### src/rtl/adc_proc_pkg.sv
// Shared types and helpers for the multi-channel ADC averaging/scaling engine.
//   MAX_CH  : largest supported channel count; sets the channel tag width
//   OUT_W   : width of the per-channel ave_data / scaled_data results
//   stage_t : pipeline stage record {valid, chan, result, prod}
//   saturate: clamps a wide unsigned value to OUT_W bits
package adc_proc_pkg;

    localparam int unsigned MAX_CH = 8;
    localparam int unsigned OUT_W  = 16;
    localparam int unsigned CH_W   = $clog2(MAX_CH);
    // Stage results are carried at output width; the product adds the 32-bit multiplier.
    localparam int unsigned RES_W  = OUT_W;
    localparam int unsigned PROD_W = RES_W + 32;

    typedef struct packed {
        logic              valid;
        logic [CH_W-1:0]   chan;
        logic [RES_W-1:0]  result;
        logic [PROD_W-1:0] prod;
    } stage_t;

    function automatic logic [OUT_W-1:0] saturate(input logic [PROD_W-1:0] v);
        if (|v[PROD_W-1:OUT_W]) begin
            return '1;
        end
        return v[OUT_W-1:0];
    endfunction

endpackage

### src/rtl/rr_arbiter.sv
// Round-robin arbiter: grants the first set request at or after the priority pointer.
//   clk, reset  : clock, asynchronous active-low reset (pointer returns to 0)
//   req         : request vector, one bit per channel
//   grant       : one-hot grant (all zero when nothing requests)
//   grant_valid : a grant was issued this cycle
//   grant_idx   : binary index of the granted channel
module rr_arbiter
    import adc_proc_pkg::*;
#(
    parameter int unsigned N = 3
) (
    input  logic            clk,
    input  logic            reset,
    input  logic [N-1:0]    req,
    output logic [N-1:0]    grant,
    output logic            grant_valid,
    output logic [CH_W-1:0] grant_idx
);

    logic [CH_W-1:0] ptr_q, ptr_d;
    logic            found_hi, found_lo;
    logic [CH_W-1:0] idx_hi, idx_lo;

    always_comb begin
        found_hi = 1'b0;
        found_lo = 1'b0;
        idx_hi   = '0;
        idx_lo   = '0;
        // Two passes: requests at/after the pointer win over those that wrap around.
        for (int j = 0; j < int'(N); j++) begin
            if (!found_hi && req[j] && (CH_W'(j) >= ptr_q)) begin
                found_hi = 1'b1;
                idx_hi   = CH_W'(j);
            end
            if (!found_lo && req[j]) begin
                found_lo = 1'b1;
                idx_lo   = CH_W'(j);
            end
        end
        grant_valid = found_hi | found_lo;
        grant_idx   = found_hi ? idx_hi : idx_lo;
        grant       = '0;
        for (int j = 0; j < int'(N); j++) begin
            grant[j] = grant_valid && (grant_idx == CH_W'(j));
        end
        ptr_d = ptr_q;
        if (grant_valid) begin
            ptr_d = (grant_idx == CH_W'(N - 1)) ? '0 : grant_idx + 1'b1;
        end
    end

    always_ff @(posedge clk or negedge reset) begin
        if (!reset) begin
            ptr_q <= '0;
        end else begin
            ptr_q <= ptr_d;
        end
    end

endmodule

### src/rtl/adc_multi_avg_scale.sv
// Time-shared averaging and scaling engine for N_CH ADC channels.
// Each channel captures samples into a pending register; a round-robin arbiter
// feeds one channel per cycle into a shared 3-stage pipeline
// (shift/accumulate -> multiply -> shift/saturate/output).
//   clk          : system clock
//   reset        : asynchronous active-low reset
//   sample_valid : per-channel one-cycle sample strobe
//   sample_data  : packed raw samples, channel c at [c*DATA_W +: DATA_W]
//   avg_sel      : 1 = block average of 2^AVG_LOG2 samples, 0 = pass-through
//   clear        : synchronous flush of pending, accumulators, pipeline and overrun
//   ave_data     : packed per-channel averaged (unscaled) results, 16 bits each
//   scaled_data  : packed per-channel scaled, saturated results, 16 bits each
//   out_valid    : per-channel one-cycle pulse when that channel's outputs update
//   overrun      : per-channel sticky flag, a sample was dropped
module adc_multi_avg_scale
    import adc_proc_pkg::*;
#(
    parameter int unsigned N_CH           = 3,
    parameter int unsigned DATA_W         = 16,
    parameter int unsigned IN_SHIFT       = 4,
    parameter int unsigned AVG_LOG2       = 8,
    parameter int unsigned SCALING_FACTOR = 310866,
    parameter int unsigned SHIFT_FACTOR   = 19
) (
    input  logic                     clk,
    input  logic                     reset,
    input  logic [N_CH-1:0]          sample_valid,
    input  logic [N_CH*DATA_W-1:0]   sample_data,
    input  logic                     avg_sel,
    input  logic                     clear,
    output logic [N_CH*OUT_W-1:0]    ave_data,
    output logic [N_CH*OUT_W-1:0]    scaled_data,
    output logic [N_CH-1:0]          out_valid,
    output logic [N_CH-1:0]          overrun
);

    localparam int unsigned X_W   = DATA_W - IN_SHIFT;
    // A full block of maximum-valued samples fits without overflow.
    localparam int unsigned ACC_W = X_W + AVG_LOG2;
    localparam int unsigned CNT_W = AVG_LOG2;

    // Per-channel state
    logic [N_CH-1:0]   pending_q;
    logic [N_CH-1:0]   overrun_q;
    logic [DATA_W-1:0] data_q   [N_CH];
    logic [ACC_W-1:0]  acc_q    [N_CH];
    logic [CNT_W-1:0]  cnt_q    [N_CH];
    logic [OUT_W-1:0]  ave_q    [N_CH];
    logic [OUT_W-1:0]  scaled_q [N_CH];
    logic [N_CH-1:0]   out_valid_q;

    // Pipeline registers
    logic              s1_valid_q;
    logic [CH_W-1:0]   s1_chan_q;
    logic [RES_W-1:0]  s1_result_q;
    stage_t            s2_q;

    // Arbitration
    logic [N_CH-1:0]   req;
    logic [N_CH-1:0]   grant;
    logic              grant_valid;
    logic [CH_W-1:0]   grant_idx;

    // Capture control
    logic [N_CH-1:0]   accept;
    logic [N_CH-1:0]   drop;

    // Stage-1 datapath
    logic [DATA_W-1:0] data_sel;
    logic [ACC_W-1:0]  acc_sel;
    logic [CNT_W-1:0]  cnt_sel;
    logic [X_W-1:0]    x;
    logic [ACC_W-1:0]  acc_sum;
    logic              block_done;
    logic              s1_valid_d;
    logic [RES_W-1:0]  s1_result_d;

    // Nothing is granted during a flush, so no sample enters the pipeline.
    assign req = pending_q & {N_CH{~clear}};

    rr_arbiter #(
        .N (N_CH)
    ) u_arb (
        .clk         (clk),
        .reset       (reset),
        .req         (req),
        .grant       (grant),
        .grant_valid (grant_valid),
        .grant_idx   (grant_idx)
    );

    // A sample is accepted if its slot is free or is being drained this very cycle.
    assign accept = sample_valid & {N_CH{~clear}} & (~pending_q | grant);
    assign drop   = sample_valid & {N_CH{~clear}} & pending_q & ~grant;

    always_comb begin
        data_sel = '0;
        acc_sel  = '0;
        cnt_sel  = '0;
        for (int c = 0; c < int'(N_CH); c++) begin
            if (grant[c]) begin
                data_sel = data_q[c];
                acc_sel  = acc_q[c];
                cnt_sel  = cnt_q[c];
            end
        end
        x           = X_W'(data_sel >> IN_SHIFT);
        acc_sum     = acc_sel + ACC_W'(x);
        block_done  = (cnt_sel == '1);
        s1_valid_d  = grant_valid & (~avg_sel | block_done);
        s1_result_d = avg_sel ? RES_W'(acc_sum >> AVG_LOG2) : RES_W'(x);
    end

    // Capture, overrun and accumulator state
    always_ff @(posedge clk or negedge reset) begin
        if (!reset) begin
            pending_q <= '0;
            overrun_q <= '0;
            for (int c = 0; c < int'(N_CH); c++) begin
                data_q[c] <= '0;
                acc_q[c]  <= '0;
                cnt_q[c]  <= '0;
            end
        end else if (clear) begin
            pending_q <= '0;
            overrun_q <= '0;
            for (int c = 0; c < int'(N_CH); c++) begin
                acc_q[c] <= '0;
                cnt_q[c] <= '0;
            end
        end else begin
            pending_q <= (pending_q & ~grant) | accept;
            overrun_q <= overrun_q | drop;
            for (int c = 0; c < int'(N_CH); c++) begin
                if (accept[c]) begin
                    data_q[c] <= sample_data[c*DATA_W +: DATA_W];
                end
                if (grant[c]) begin
                    // Pass-through or a completed block leaves the channel ready for a fresh block.
                    if (avg_sel && !block_done) begin
                        acc_q[c] <= acc_sum;
                        cnt_q[c] <= cnt_sel + 1'b1;
                    end else begin
                        acc_q[c] <= '0;
                        cnt_q[c] <= '0;
                    end
                end
            end
        end
    end

    // Shared pipeline: E1 result, E2 product, E3 per-channel outputs
    always_ff @(posedge clk or negedge reset) begin
        if (!reset) begin
            s1_valid_q  <= 1'b0;
            s1_chan_q   <= '0;
            s1_result_q <= '0;
            s2_q        <= '0;
            out_valid_q <= '0;
            for (int c = 0; c < int'(N_CH); c++) begin
                ave_q[c]    <= '0;
                scaled_q[c] <= '0;
            end
        end else begin
            s1_valid_q  <= s1_valid_d & ~clear;
            s1_chan_q   <= grant_idx;
            s1_result_q <= s1_result_d;

            s2_q.valid  <= s1_valid_q & ~clear;
            s2_q.chan   <= s1_chan_q;
            s2_q.result <= s1_result_q;
            s2_q.prod   <= PROD_W'(s1_result_q) * PROD_W'(SCALING_FACTOR);

            for (int c = 0; c < int'(N_CH); c++) begin
                out_valid_q[c] <= s2_q.valid && !clear && (s2_q.chan == CH_W'(c));
                if (s2_q.valid && !clear && (s2_q.chan == CH_W'(c))) begin
                    ave_q[c]    <= s2_q.result;
                    scaled_q[c] <= saturate(s2_q.prod >> SHIFT_FACTOR);
                end
            end
        end
    end

    always_comb begin
        ave_data    = '0;
        scaled_data = '0;
        for (int c = 0; c < int'(N_CH); c++) begin
            ave_data[c*OUT_W +: OUT_W]    = ave_q[c];
            scaled_data[c*OUT_W +: OUT_W] = scaled_q[c];
        end
    end

    assign out_valid = out_valid_q;
    assign overrun   = overrun_q;

endmodule

### config.mk
export PLATFORM = sky130hd
export DESIGN_NAME = adc_multi_avg_scale
export DESIGN_NICKNAME = d
export VERILOG_FILES = /design/src/rtl/adc_proc_pkg.sv /design/src/rtl/rr_arbiter.sv /design/src/rtl/adc_multi_avg_scale.sv
export SDC_FILE = /design/constraint.sdc
export NUM_CORES = 1
export LEC_CHECK = 0
export CAP_MARGIN = 25
export CORE_MARGIN = 2
export CORE_UTILIZATION = 45
export CTS_BUF_LIST = sky130_fd_sc_hd__clkbuf_8 sky130_fd_sc_hd__clkbuf_16
export DETAILED_ROUTE_END_ITERATION = 10
export GPL_ROUTABILITY_DRIVEN = 0
export PLACE_DENSITY = 0.62
export SLEW_MARGIN = 0
export SYNTH_ARGS = -nofsm -noshare
export SYNTH_HDL_FRONTEND = slang
export SYNTH_SLANG_ARGS = --single-unit
### constraint.sdc
create_clock -name clk -period 10.6 [get_ports clk]
set_input_delay 1.59 -clock clk [delete_from_list [all_inputs] [get_ports clk]]
set_output_delay 1.59 -clock clk [all_outputs]
set_load 0.01 [all_outputs]
==> results of run 1 <==
-- synth_stat cells, drive strengths merged, types with 2 or more instances --
master | count | area, um2
a31o | 3 | 26.3
inv | 100 | 375
a2111oi | 2 | 42.5
dfrtp | 246 | 6160
nand3b | 19 | 143
o41ai | 4 | 53.8
a21oi | 65 | 329
o211ai | 2 | 15.0
xor2 | 12 | 105
mux2i | 9 | 90.1
or2 | 3 | 18.8
nor3b | 5 | 37.5
o311ai | 5 | 43.8
a31oi | 32 | 206
a22oi | 6 | 45.0
fa | 59 | 1180
o31ai | 4 | 30.0
o22ai | 2 | 18.8
nor4 | 8 | 71.3
o21a | 6 | 45.0
o21bai | 3 | 22.5
o21ai | 59 | 295
and3 | 9 | 56.3
nand2 | 138 | 518
ha | 100 | 1250
buf | 46 | 278
nor2b | 6 | 37.5
nand2b | 8 | 50.1
o32ai | 10 | 87.6
a22o | 2 | 17.5
or3 | 4 | 25.0
nand4 | 11 | 68.8
nand3 | 52 | 280
clkbuf | 42 | 158
a211oi | 8 | 65.1
nor2 | 73 | 274
xnor2 | 26 | 228
a21o | 9 | 67.6
and2 | 5 | 31.3
mux2 | 114 | 1280
nor3 | 8 | 45.0
-- sequential cells by signal (all words and copies together) (netlist names) --
signal and flops:
overrun 3, pending_q 3, scaled_data 36, acc_q 60
s1_valid_q 1, cnt_q 24, s1_chan_q 2, u_arb.ptr_q 3
s2_q 27, out_valid 3, data_q 36, s1_result_q 12
ave_data 36
-- logic make-up (layout without fill, tap and decap cells) --
group / Yosys count / in the layout / synth area share (%)
adder cells (fa/ha/maj): 159 / 159 / 17.0
buffers and inverters: 188 / 286 / 5.68
XOR/XNOR: 38 / 38 / 2.33
AO/OA/AOI/OAI: 231 / 231 / 10.5
other: 1 / 24 / 0.0262
AND/OR/NAND/NOR: 352 / 352 / 11.8
multiplexers: 123 / 123 / 9.62
flip-flops: 246 / 246 / 43.1
-- where the power goes --
part	switching, uW	internal [uW]
registers	101	1070
clock network	380	566
logic	755	685
-- cell type report --
class | instances | area [um2]
sequential | 246 | 6160
inverter | 100 | 375
tap | 402 | 503
multi-input combinational | 927 | 7430
timing repair buffer | 136 | 1330
fill | 2792 | 14700
clock buffer | 36 | 822
clock inverter | 14 | 96.3
-- metrics by stage --
stage / total power (uW) / worst slack, ps / area, um2 / hold WS (ps) / cells
after floorplan: 2210 / 4950 / 14400 / 331 / 1361
after global placement: 2610 / 3030 / 15800 / 333 / 1810
after detailed placement: 2650 / 2990 / 15800 / 345 / 1811
after CTS: 3620 / 3570 / 16700 / 358 / 1861
after global routing: 3870 / 3010 / 16700 / 368 / 1861
final: 3560 / 3510 / 16700 / 354 / 1861
-- worst max-delay path: stages --
cell	delay (ps)
buf_2	530
buf_4	600
nand2b_1	220
a21o_1	330
nand3_2	240
inv_1	650
buf_4	540
nand2_1	110
a31oi_1	180
ha_1	190
inv_1	50
fa_1	370
nor2b_1	150
o21ai_0	110
nand2b_1	140
a31oi_1	160
or2_1	290
o21ai_0	420
mux2_2	390
a22oi_1	150
nor2_1	50
-- metal layers --
layer,GRT usage [%],wire length [um],vias to the layer above
met3,2.53,1240,59
li1,-,-,4792
met5,0,0,-
met2,34.2,16100,225
met1,27.9,14600,5074
met4,5.97,919,0
-- final timing paths --
| path | slack, ps | endpoint | depth (start not counted) | startpoint |
|---|---|---|---|---|
| max | 3510 | acc_q[12] | 21 | clear |
| min | 350 | s2_q[64] | 0 | s1_chan_q[0] |
| max reg2reg | 4940 | s2_q[30] | 15 | s1_result_q[7] |
| min reg2reg | 350 | s2_q[64] | 0 | s1_chan_q[0] |
| max in group asynchronous | 8050 | s1_result_q[11] | 2 | reset |
| min in group asynchronous | 1110 | out_valid[0] | 1 | reset |
==> impl_metrics.tcl, run 1 <==
set metrics [dict create \
    ys_seq_area_share_pct 43.1 \
    antenna_found_initial 0 \
    drc 0 \
    pin_count 157 \
    vias_per_cell 5.45 \
    ys_seq_elements 246 \
    nets 1653 \
    cts.sinks 246 \
    cts_tree "yes" \
    fin_setup_tns_ps 0 \
    cts_hold_buf 0 \
    max_slew_margin_pct 36.2 \
    startpoint_type "input pin" \
    drtIter0Drc 604 \
    start_util_pct 45.5 \
    num_vias 10200 \
    detail_route.first_pass.iterations 5 \
    synthToLayoutAreaGrowth_pct 17.0 \
    crit_type "in -> reg" \
    grt_pass1_vias 10200 \
    fmax_ghz 0.141 \
    finalHoldViolations 0 \
    post-cts-setup-buffers 0 \
    dieHeight_um 182 \
    ant_nets 0 \
    tightest_slew_ps 953 \
    postSynthCellCount 1338 \
    grt_usage_pct 20.4 \
    holdCritPathClass "reg -> reg" \
    leakage_uw 0.00783 \
    setup_viol 0 \
    wl_per_cell_um 17.7 \
    core_mm2 0.0314 \
    critPathMaxFanout 56 \
    synth_edf_count 0 \
    grt_overflow 0 \
    post-dp-hpwl_mm 22.7 \
    vdd_drop_max_mv 0.138 \
    netlist_area_mm2 0.0143 \
    utilization_pct 53.2 \
    drive_gt1_share_pct 13.4 \
    grt_max_degree 112 \
    rsz0062_at_grt "false" \
    clkLatencyLatePin_ps 550 \
    maxCapViolCount 0 \
    p_per_area_mw_per_mm2 213 \
    ys.warnings.count 0 \
    syn_area_per_cell_um2 10.7 \
    wl_mm 32.9 \
    antenna_cells 0 \
    port_buffers 120 \
    period_minus_slack_ps 7090 \
    yosysUniqueCellTypes 72 \
    required_ps 11020 \
    die_x_um 182 \
    ctsResizeCount 0 \
    drv_slew 0 \
    synth_top_flop_cell "dfrtp_1" \
    skew_ps 25.2 \
    fin_crit_sh_pct 66.9 \
    clk_path_buf_depth 3 \
    path_clk_slew_ps 60 \
    endpoint_kind "register" \
    rows 65 \
    cts-root-buf "clkbuf_16" \
    final_common_cell "dfrtp_1" \
    synthArstFlopShare_pct 100 \
    layout_common_cells "dfrtp_1, nand2_1, clkdlybuf4s50_1" \
    grt_pass1_wl_mm 54.3 \
    die_area_mm2 0.0332 \
    cp.arrival_ps 7510 \
    cts_buffers 28 \
    cts-htree-levels 1 \
    status "completed" \
]
Power figures use the tool's default switching activity.
==> inputs of run 2 (changes only) <==
Clock period 10.6 ns to 7.1 ns, I/O delays scaled along.
==> run 2 against run 1 <==
- utilization grew 0.12 points
- wire length fell by 0.58%
- sequential share of layout area fell by 0.085 points
- clock skew shrank 4.4 ps
- worst hold slack got worse by 8.4 ps
- total power up 49%
- first-iteration DRC count is 12% lower
- sequential power is 50% higher
- global-route usage down 0.48 points
==> impl_metrics.tcl, run 2 (synthesis results as in run 1) <==
set metrics [dict create \
    drive_gt1_share_pct 13.5 \
    post-cts-setup-buffers 0 \
    final_common_cell "dfrtp_1" \
    clk_path_buf_depth 3 \
    layout.cells.non_filler 1863 \
    status "completed" \
    vias_per_cell 5.38 \
    drv_slew 0 \
    cts-root-buf "clkbuf_16" \
    rows 65 \
    period_minus_slack_ps 5680 \
    layout_common_cells "dfrtp_1, nand2_1, clkdlybuf4s50_1" \
    antenna_cells 0 \
    die_x_um 182 \
    startpoint_type "register" \
    grt_overflow 0 \
    layout_setup_ws_ps 1420 \
    setup_viol 0 \
    tightest_slew_ps 1060 \
    p_per_area_mw_per_mm2 317 \
    cts_tree "yes" \
    internal_power_uw 3480 \
    start_util_pct 45.5 \
    required_ps 7520 \
    antenna_found_initial 0 \
    largest-register "acc_q" \
    grt_max_degree 175 \
    leakage_uw 0.00785 \
    cts-htree-levels 1 \
    synthToLayoutAreaGrowth_pct 17.3 \
    fin_setup_tns_ps 0 \
    drc 0 \
    power.share.sequential_pct 33.0 \
    ctsResizeCount 0 \
    dieHeight_um 182 \
    crit_type "reg -> reg" \
    rsz0062_at_grt "false" \
    critPathMaxFanout 9 \
    clkLatencyLatePin_ps 550 \
    core_mm2 0.0314 \
    grt_usage_pct 19.9 \
    p_sw_share_pct 34.5 \
    pwr-share-comb_pct 40.1 \
    skew_ps 20.8 \
    path_clk_slew_ps 60 \
    die_area_mm2 0.0332 \
    power.net_switching_uw 1830 \
    ant_nets 0 \
    grt_pass1_wl_mm 53.3 \
    wl_mm 32.7 \
    maxCapViolCount 0 \
    cts_hold_buf 0 \
    endpoint_kind "register" \
    port_buffers 120 \
    drtIter0Drc 531 \
    fmax_ghz 0.176 \
    detail_route.first_pass.iterations 7 \
    utilization_pct 53.4 \
    vdd_drop_max_mv 0.192 \
    cts_buffers 28 \
    grt_pass1_vias 10000 \
    dp_cells 1816 \
    cp.arrival_ps 6100 \
    wl_per_cell_um 17.6 \
    max_slew_margin_pct 29.3 \
    dp_slack_ps 1360 \
    largest_reg_flops 60 \
    pin_count 157 \
    post-dp-hpwl_mm 22.5 \
    num_vias 10000 \
    clockPowerShare_pct 26.9 \
    finalHoldViolations 0 \
    holdCritPathClass "reg -> reg" \
    nets 1658 \
    power_uw 5310 \
    cts.sinks 246 \
    fin_crit_sh_pct 80.0 \
]
[run 2: cell count changes in the layout (fill, tap and decap cells not counted)]
cell | before | now
buf_12 | 0 | 1
buf_4 | 15 | 20
bufinv_16 | 1 | 2
clkinv_2 | 6 | 3
inv_1 | 104 | 105
inv_6 | 1 | 0
clkbuf_8 | 7 | 6
buf_8 | 2 | 1
[run 2: path summary, 6_finish.rpt]
kind / start / end / slack (ps) / depth (start not counted)
max: s1_result_q[7] / s2_q[30] / 1420 / 16
min: s1_chan_q[0] / s2_q[64] / 350 / 0
max reg2reg: s1_result_q[7] / s2_q[30] / 1420 / 16
min reg2reg: s1_chan_q[0] / s2_q[64] / 350 / 0
max in group asynchronous: reset / u_arb.ptr_q[1] / 5290 / 2
min in group asynchronous: reset / out_valid[1] / 480 / 1
[run 2: power groups by stage]
| stage | registers [uW] | logic (uW) | clock network, uW |
|---|---|---|---|
| global route | 1780 | 2450 | 1520 |
| detailed placement | 1780 | 2160 | 0 |
| floorplan | 1760 | 1540 | 0 |
| finish | 1750 | 2130 | 1430 |
| global placement | 1780 | 2120 | 0 |
| CTS | 1760 | 2180 | 1460 |
[run 2: cell type report]
cell class                 count  area, um2
tap                          402        503
sequential                   246       6160
timing repair buffer         141       1370
fill                        2818      14600
inverter                     100        375
clock buffer                  35        808
clock inverter                12        106
multi-input combinational    927       7430
[run 2: routing by layer]
metal / up-vias / track usage (%) / part of all wire (%)
met2: 208 / 33.7 / 48
met3: 53 / 2.67 / 3.9
met1: 4971 / 26.6 / 44
met4: 0 / 6.39 / 3.2
li1: 4794 / - / -
met5: - / 0 / 0
[run 2: metrics by stage]
step	instance area, um2	hold slack (ps)
floorplan	14400	331
global placement	15800	333
detailed placement	15800	335
CTS	16800	348
global route	16800	362
finish	16800	345
[run 2: worst max-delay path, stage by stage (launching register included)]
cell,delay [ps]
dfrtp_1,590
ha_1,390
inv_1,50
fa_1,490
inv_1,70
fa_1,520
fa_1,540
fa_1,490
ha_1,320
o21a_1,220
a211oi_1,250
a21oi_1,170
o221ai_1,380
o21ai_0,270
o41ai_1,520
o21bai_1,140
xor2_1,160
